--- src/rtl/galois_lfsr_gen.sv ---
// galois_lfsr_gen
//   Galois LFSR pseudo-random bit generator with seed loading, burst
//   generation of a programmed number of steps, abort and all-zero
//   lock-up recovery.
//
// Parameters
//   WIDTH  LFSR register width (>= 3)
//   POLY   Galois tap mask XORed into the shifted state when the
//          shifted-out bit is 1
//   SEED   reset value of the state (0 is replaced by 1)
//   CNT_W  width of the burst length counter
//
// Ports
//   i_clk        clock, rising-edge active
//   i_rst        asynchronous active-high reset
//   i_load       load i_seed_in into the state (IDLE only)
//   i_seed_in    seed value used by i_load
//   i_start      begin a burst of i_len steps (IDLE only)
//   i_len        burst length, sampled with i_start
//   i_stop       abort the current burst
//   o_q          current LFSR state
//   o_bit_out    bit shifted out by the most recent step
//   o_bit_valid  o_bit_out is fresh this cycle
//   o_busy       burst in progress
//   o_done       one-cycle burst completion pulse
//   o_lockup     one-cycle pulse: a zero state/seed was replaced by 1
module galois_lfsr_gen #(
    parameter int unsigned      WIDTH = 16,
    parameter logic [WIDTH-1:0] POLY  = 16'hB400,
    parameter logic [WIDTH-1:0] SEED  = 16'hACE1,
    parameter int unsigned      CNT_W = 16
) (
    input  logic             i_clk,
    input  logic             i_rst,
    input  logic             i_load,
    input  logic [WIDTH-1:0] i_seed_in,
    input  logic             i_start,
    input  logic [CNT_W-1:0] i_len,
    input  logic             i_stop,
    output logic [WIDTH-1:0] o_q,
    output logic             o_bit_out,
    output logic             o_bit_valid,
    output logic             o_busy,
    output logic             o_done,
    output logic             o_lockup
);

    localparam logic [WIDTH-1:0] ONE_Q   = {{(WIDTH-1){1'b0}}, 1'b1};
    localparam logic [WIDTH-1:0] RESET_Q = (SEED == '0) ? ONE_Q : SEED;
    localparam logic [CNT_W-1:0] ONE_CNT = {{(CNT_W-1){1'b0}}, 1'b1};

    typedef enum logic {
        S_IDLE,
        S_RUN
    } state_t;

    state_t           r_state;
    logic [WIDTH-1:0] r_q;
    logic [CNT_W-1:0] r_cnt;
    logic             r_bit_out;
    logic             r_bit_valid;
    logic             r_busy;
    logic             r_done;
    logic             r_lockup;

    state_t           w_state_next;
    logic [WIDTH-1:0] w_q_next;
    logic [CNT_W-1:0] w_cnt_next;
    logic             w_bit_out_next;
    logic             w_bit_valid_next;
    logic             w_busy_next;
    logic             w_done_next;
    logic             w_lockup_next;

    logic [WIDTH-1:0] w_shift;
    logic             w_shift_zero;

    // One Galois step; a zero result can only come from a bad POLY and
    // is replaced by 1 so the generator never sticks.
    assign w_shift      = {1'b0, r_q[WIDTH-1:1]} ^ (r_q[0] ? POLY : '0);
    assign w_shift_zero = (w_shift == '0);

    always_ff @(posedge i_clk or posedge i_rst) begin
        if (i_rst) begin
            r_state     <= S_IDLE;
            r_q         <= RESET_Q;
            r_cnt       <= '0;
            r_bit_out   <= 1'b0;
            r_bit_valid <= 1'b0;
            r_busy      <= 1'b0;
            r_done      <= 1'b0;
            r_lockup    <= 1'b0;
        end else begin
            r_state     <= w_state_next;
            r_q         <= w_q_next;
            r_cnt       <= w_cnt_next;
            r_bit_out   <= w_bit_out_next;
            r_bit_valid <= w_bit_valid_next;
            r_busy      <= w_busy_next;
            r_done      <= w_done_next;
            r_lockup    <= w_lockup_next;
        end
    end

    always_comb begin
        w_state_next     = r_state;
        w_q_next         = r_q;
        w_cnt_next       = r_cnt;
        w_bit_out_next   = r_bit_out;
        w_bit_valid_next = 1'b0;
        w_busy_next      = 1'b0;
        w_done_next      = 1'b0;
        w_lockup_next    = 1'b0;

        unique case (r_state)
            S_IDLE: begin
                if (i_load) begin
                    if (i_seed_in == '0) begin
                        w_q_next      = ONE_Q;
                        w_lockup_next = 1'b1;
                    end else begin
                        w_q_next = i_seed_in;
                    end
                end else if (i_start) begin
                    if (i_len == '0) begin
                        w_done_next = 1'b1;
                    end else begin
                        w_cnt_next   = i_len;
                        w_busy_next  = 1'b1;
                        w_state_next = S_RUN;
                    end
                end
            end

            S_RUN: begin
                if (i_stop) begin
                    w_state_next = S_IDLE;
                end else begin
                    w_q_next         = w_shift_zero ? ONE_Q : w_shift;
                    w_lockup_next    = w_shift_zero;
                    w_bit_out_next   = r_q[0];
                    w_bit_valid_next = 1'b1;
                    w_cnt_next       = r_cnt - ONE_CNT;
                    // Final step: DONE lands together with the last valid bit.
                    if (r_cnt == ONE_CNT) begin
                        w_done_next  = 1'b1;
                        w_state_next = S_IDLE;
                    end else begin
                        w_busy_next = 1'b1;
                    end
                end
            end

            default: begin
                w_state_next = S_IDLE;
            end
        endcase
    end

    assign o_q         = r_q;
    assign o_bit_out   = r_bit_out;
    assign o_bit_valid = r_bit_valid;
    assign o_busy      = r_busy;
    assign o_done      = r_done;
    assign o_lockup    = r_lockup;

endmodule

--- config.mk ---
export PLATFORM = sky130hd
export DESIGN_NAME = galois_lfsr_gen
export DESIGN_NICKNAME = d
export VERILOG_FILES = /design/src/rtl/galois_lfsr_gen.sv
export SDC_FILE = /design/constraint.sdc
export NUM_CORES = 1
export LEC_CHECK = 0
export ABC_AREA = 1
export CORE_AREA = 2 2 73 75
export CTS_BUF_LIST = sky130_fd_sc_hd__clkbuf_4 sky130_fd_sc_hd__clkbuf_8
export DETAILED_ROUTE_END_ITERATION = 10
export DIE_AREA = 0 0 75 77
export GPL_TIMING_DRIVEN = 0
export HOLD_SLACK_MARGIN = 0.02
export PLACE_DENSITY = 0.81
export SLEW_MARGIN = 25
export SYNTH_ARGS = -nofsm -noshare
export SYNTH_HDL_FRONTEND = slang
export SYNTH_SLANG_ARGS = --single-unit
--- constraint.sdc ---
create_clock -name i_clk -period 1.7 [get_ports i_clk]
set_input_delay 0.34 -clock i_clk [delete_from_list [all_inputs] [get_ports i_clk]]
set_output_delay 0.34 -clock i_clk [all_outputs]
set_load 0.01 [all_outputs]
==> results.md <==
- Status: finished clean
- Clock share of power: a little under a fifth
- Clock root buffer: clkbuf_8
- Post-layout util: between 60% and 70%
- CTS buffer count: 5
- Total of max-cap violations: 0
- Rows: 26
- Clk pin slew, worst setup/hold paths: ~0.080 ns
- Avg Vias per Cell: roughly 5.3
- Number of global-route vias before repair: 2700
- Area of the die: around 5800 µm²
- Maximum vdd drop: ~570 µV
- Total Wirelength: 6.94 mm
- Clk sinks: 37
- CP max-delay cell: clkdlybuf4s50_1
- Worst-Skew Late Latency: ~0.29 ns
- Synth warnings: 0
- Global route total overflow: 0
- Stages on the worst setup path: 1
- Setup crit start kind: flop
- Reg-to-Reg Start: r_cnt[0]
- Clock buffer depth: 2
- Logic pwr share: a little over two fifths
- Leak Pwr: 1.54 nW
- Placement Cell Area: around 3200 µm²
- Pre-CTS setup slack: -0.106 ns
- Worst R2R Path Depth: 9
- Setup ws final: ~0.10 ns
- # port buffers: 57
- Skew final: ~0.0094 ns
- HP Class: primary input to asynchronous set/reset pin
- Worst EP arrival: approximately 1.3 ns
- Type of the worst setup path: flop to output pin
- Final hold vios: 0
- Sw power: between 0.001 and 0.0015 W
- Vias: 2585
- Drt wl/cell: about 14 µm
- WP buf/inv: 1
- Sequential power share: between 30% and 40%
- Required @ worst endpoint: around 1.4 ns
- Worst setup startpoint: o_q[2]
- Antenna cells: 0
- Post-Syn Nets: 393
- Overall routing resource usage: 26.7%
- CP top delay family: buffers and inverters
- Initial DRC Count: between 200 and 300
- Slew @ Worst Pin: 0.437 ns
- Synthesized cell area: between 2000 and 3000 µm²
- Yosys cell types: 33
- DP HPWL: ~5.2 mm
- DR pass1 iterations: 4
- Final period utilization: around 94%
- Die Height: just under 80 µm
- Internal: roughly 0.0021 W
- Core box area: approximately 5000 µm²
- Max Slew Vio Count: 0
- Worst setup EP type: output pin
- Fin nets: approximately 460
- Crit path cell chain: clkdlybuf4s50_1
- Post-synthesis sequential area ratio: a little under two fifths
- FMAX: about 0.63 GHz
- RSZ-0062 raised after global routing: no
- DRC violations left: 0
- Layout cells sized above 1: a little under a fifth
- Die X: between 70 and 80 µm
- Initial antenna violation count: 0
- Pwr/cell area: approximately 1100 nW/µm²
- Relative slew slack: 70.9%
- Final worst path period need: 1.60 ns
- Syn Inst Count: 354
- Largest net degree at the start of global routing: 21
- Area growth, synth to finish: 30.7%
- Final ANT Viol Nets: 0
- CP max stage delay: 0.57 ns
- H-tree depth: 2
- Placed insts: 482
- Flops & latches, synth: 37
- Final Cell Area: approximately 3300 µm²
- TritonCTS clock tree: yes
- Finished Layout Cells: about 500
- Fillers: between 400 and 500
- Global-route wire length before repair: 12.1 mm
- Ports: 58
- Setup TNS Final: 0 ns
- Placer Congestion: 0.846
- Synth Area per Inst: about 7 µm²
- Initial core utilization: between 50% and 60%
- Sw Ratio: between 30% and 40%
- CP Max Fanout: 4
- Final setup vio count: 0
==> sequential cells by signal, indices dropped and copies added, names as in the netlist <==
register     flops
o_bit_out        1
o_bit_valid      1
o_busy           1
o_done           1
o_lockup         1
o_q             16
r_cnt           16
==> power groups by stage <==
stage                     clock network (W)  registers, W  logic (W)
after floorplan                           0       0.00139   0.000944
after global routing               0.000726       0.00141    0.00169
after global placement                    0       0.00138    0.00147
after CTS                          0.000686       0.00137    0.00152
after detailed placement                  0       0.00139    0.00152
final                              0.000680       0.00137    0.00151
==> per-layer routing <==
layer	part of all wire (%)	GRT usage (%)	vias to the layer above
met2	51	45.6	93
met5	0	0	-
li1	-	-	1271
met3	6.1	5.12	15
met4	2.2	8.93	0
met1	40	32.9	1206
==> layout by cell type, fill, tap and decap left out, types with 2 or more instances in the layout <==
cell type and count:
inv_1 33, ha_1 2, nand2_2 3, a21oi_1 12
dfstp_2 8, clkbuf_4 2, o21ai_2 6, buf_4 5
a21oi_2 4, nand2_1 91, inv_4 2, or2_2 7
nand2_4 5, nand3_2 4, nor2_1 47, inv_2 4
clkbuf_8 6, o21ai_0 11, dfrtp_1 29, o21ai_1 5
a22oi_2 6, nor2_2 6, nand3_1 46, dlygate4sd2_1 8
buf_6 4, buf_2 5, clkdlybuf4s50_1 49
==> area by class of cell <==
class / count / area, µm² / share of cell area [%]
multi-input cells: 265 / 1360 / 40.8
well taps: 70 / 87.6 / 2.63
clock buffers: 8 / 97.6 / 2.93
plain buffers: 13 / 100 / 3.01
repair buffers: 59 / 596 / 17.9
inverters: 39 / 151 / 4.55
flip-flops and latches: 37 / 936 / 28.1
==> metrics by stage <==
| step | total power, W | hold WS (ns) |
|---|---|---|
| 2_1_floorplan | 0.00233 | 0.464 |
| 3_3_place_gp | 0.00286 | 0.471 |
| 3_5_place_dp | 0.00291 | 0.486 |
| 4_1_cts | 0.00357 | 0.382 |
| 5_1_grt | 0.00383 | 0.435 |
| 6_report | 0.00357 | 0.368 |
==> final timing paths <==
path / to / slack (ns)
min in group i_clk: o_q[6] / 0.50
setup / recovery: o_q[2] / 0.10
hold / removal: r_cnt[8] / 0.37
setup reg to reg: r_cnt[6] / 0.23
hold reg to reg: o_q[6] / 0.50
max in group asynchronous: o_q[5] / 0.80
==> cells in the mapped netlist <==
cell type	n	area, µm²
a21oi_1	12	60.1
nand2_2	3	18.8
inv_1	34	128
nand3_1	46	230
nand3b_1	1	7.51
nor2_8	1	20.0
nor3b_1	1	7.51
nand2_4	5	56.3
buf_4	4	30.0
a21oi_2	4	35.0
o21bai_1	1	7.51
o21ai_0	11	55.1
buf_2	5	25.0
o22ai_1	1	6.26
a22oi_2	6	75.1
nor2_2	6	37.5
nand2_1	91	342
a31oi_1	1	6.26
o21ai_1	5	25.0
nor2_1	47	176
inv_2	3	11.3
nand3_2	4	40.0
o21ai_2	6	52.6
nor2_4	1	11.3
dfrtp_1	29	726
buf_6	4	45.0
inv_4	2	12.5
or2_2	7	43.8
nor3_1	1	5.00
ha_1	2	25.0
dfstp_2	8	210
o221ai_1	1	8.76
nand4_1	1	6.26
==> kinds of logic (layout without fill, tap and decap cells) <==
logic type | Yosys count | in the layout | share of synthesized area [%]
flip-flops | 37 | 37 | 36.8
AND/OR/NAND/NOR | 215 | 215 | 39.4
adder cells (fa/ha/maj) | 2 | 2 | 0.983
AO/OA/AOI/OAI | 48 | 48 | 13.0
buffers and inverters | 52 | 119 | 9.88
==> what timing repair did <==
action                                  4_1_cts  5_1_grt
setup buffers                                 1        0
hold buffers                                  0        0
endpoints found under the setup margin        8        0
resized for setup                             8        0
(Power assumes the default switching activity.)
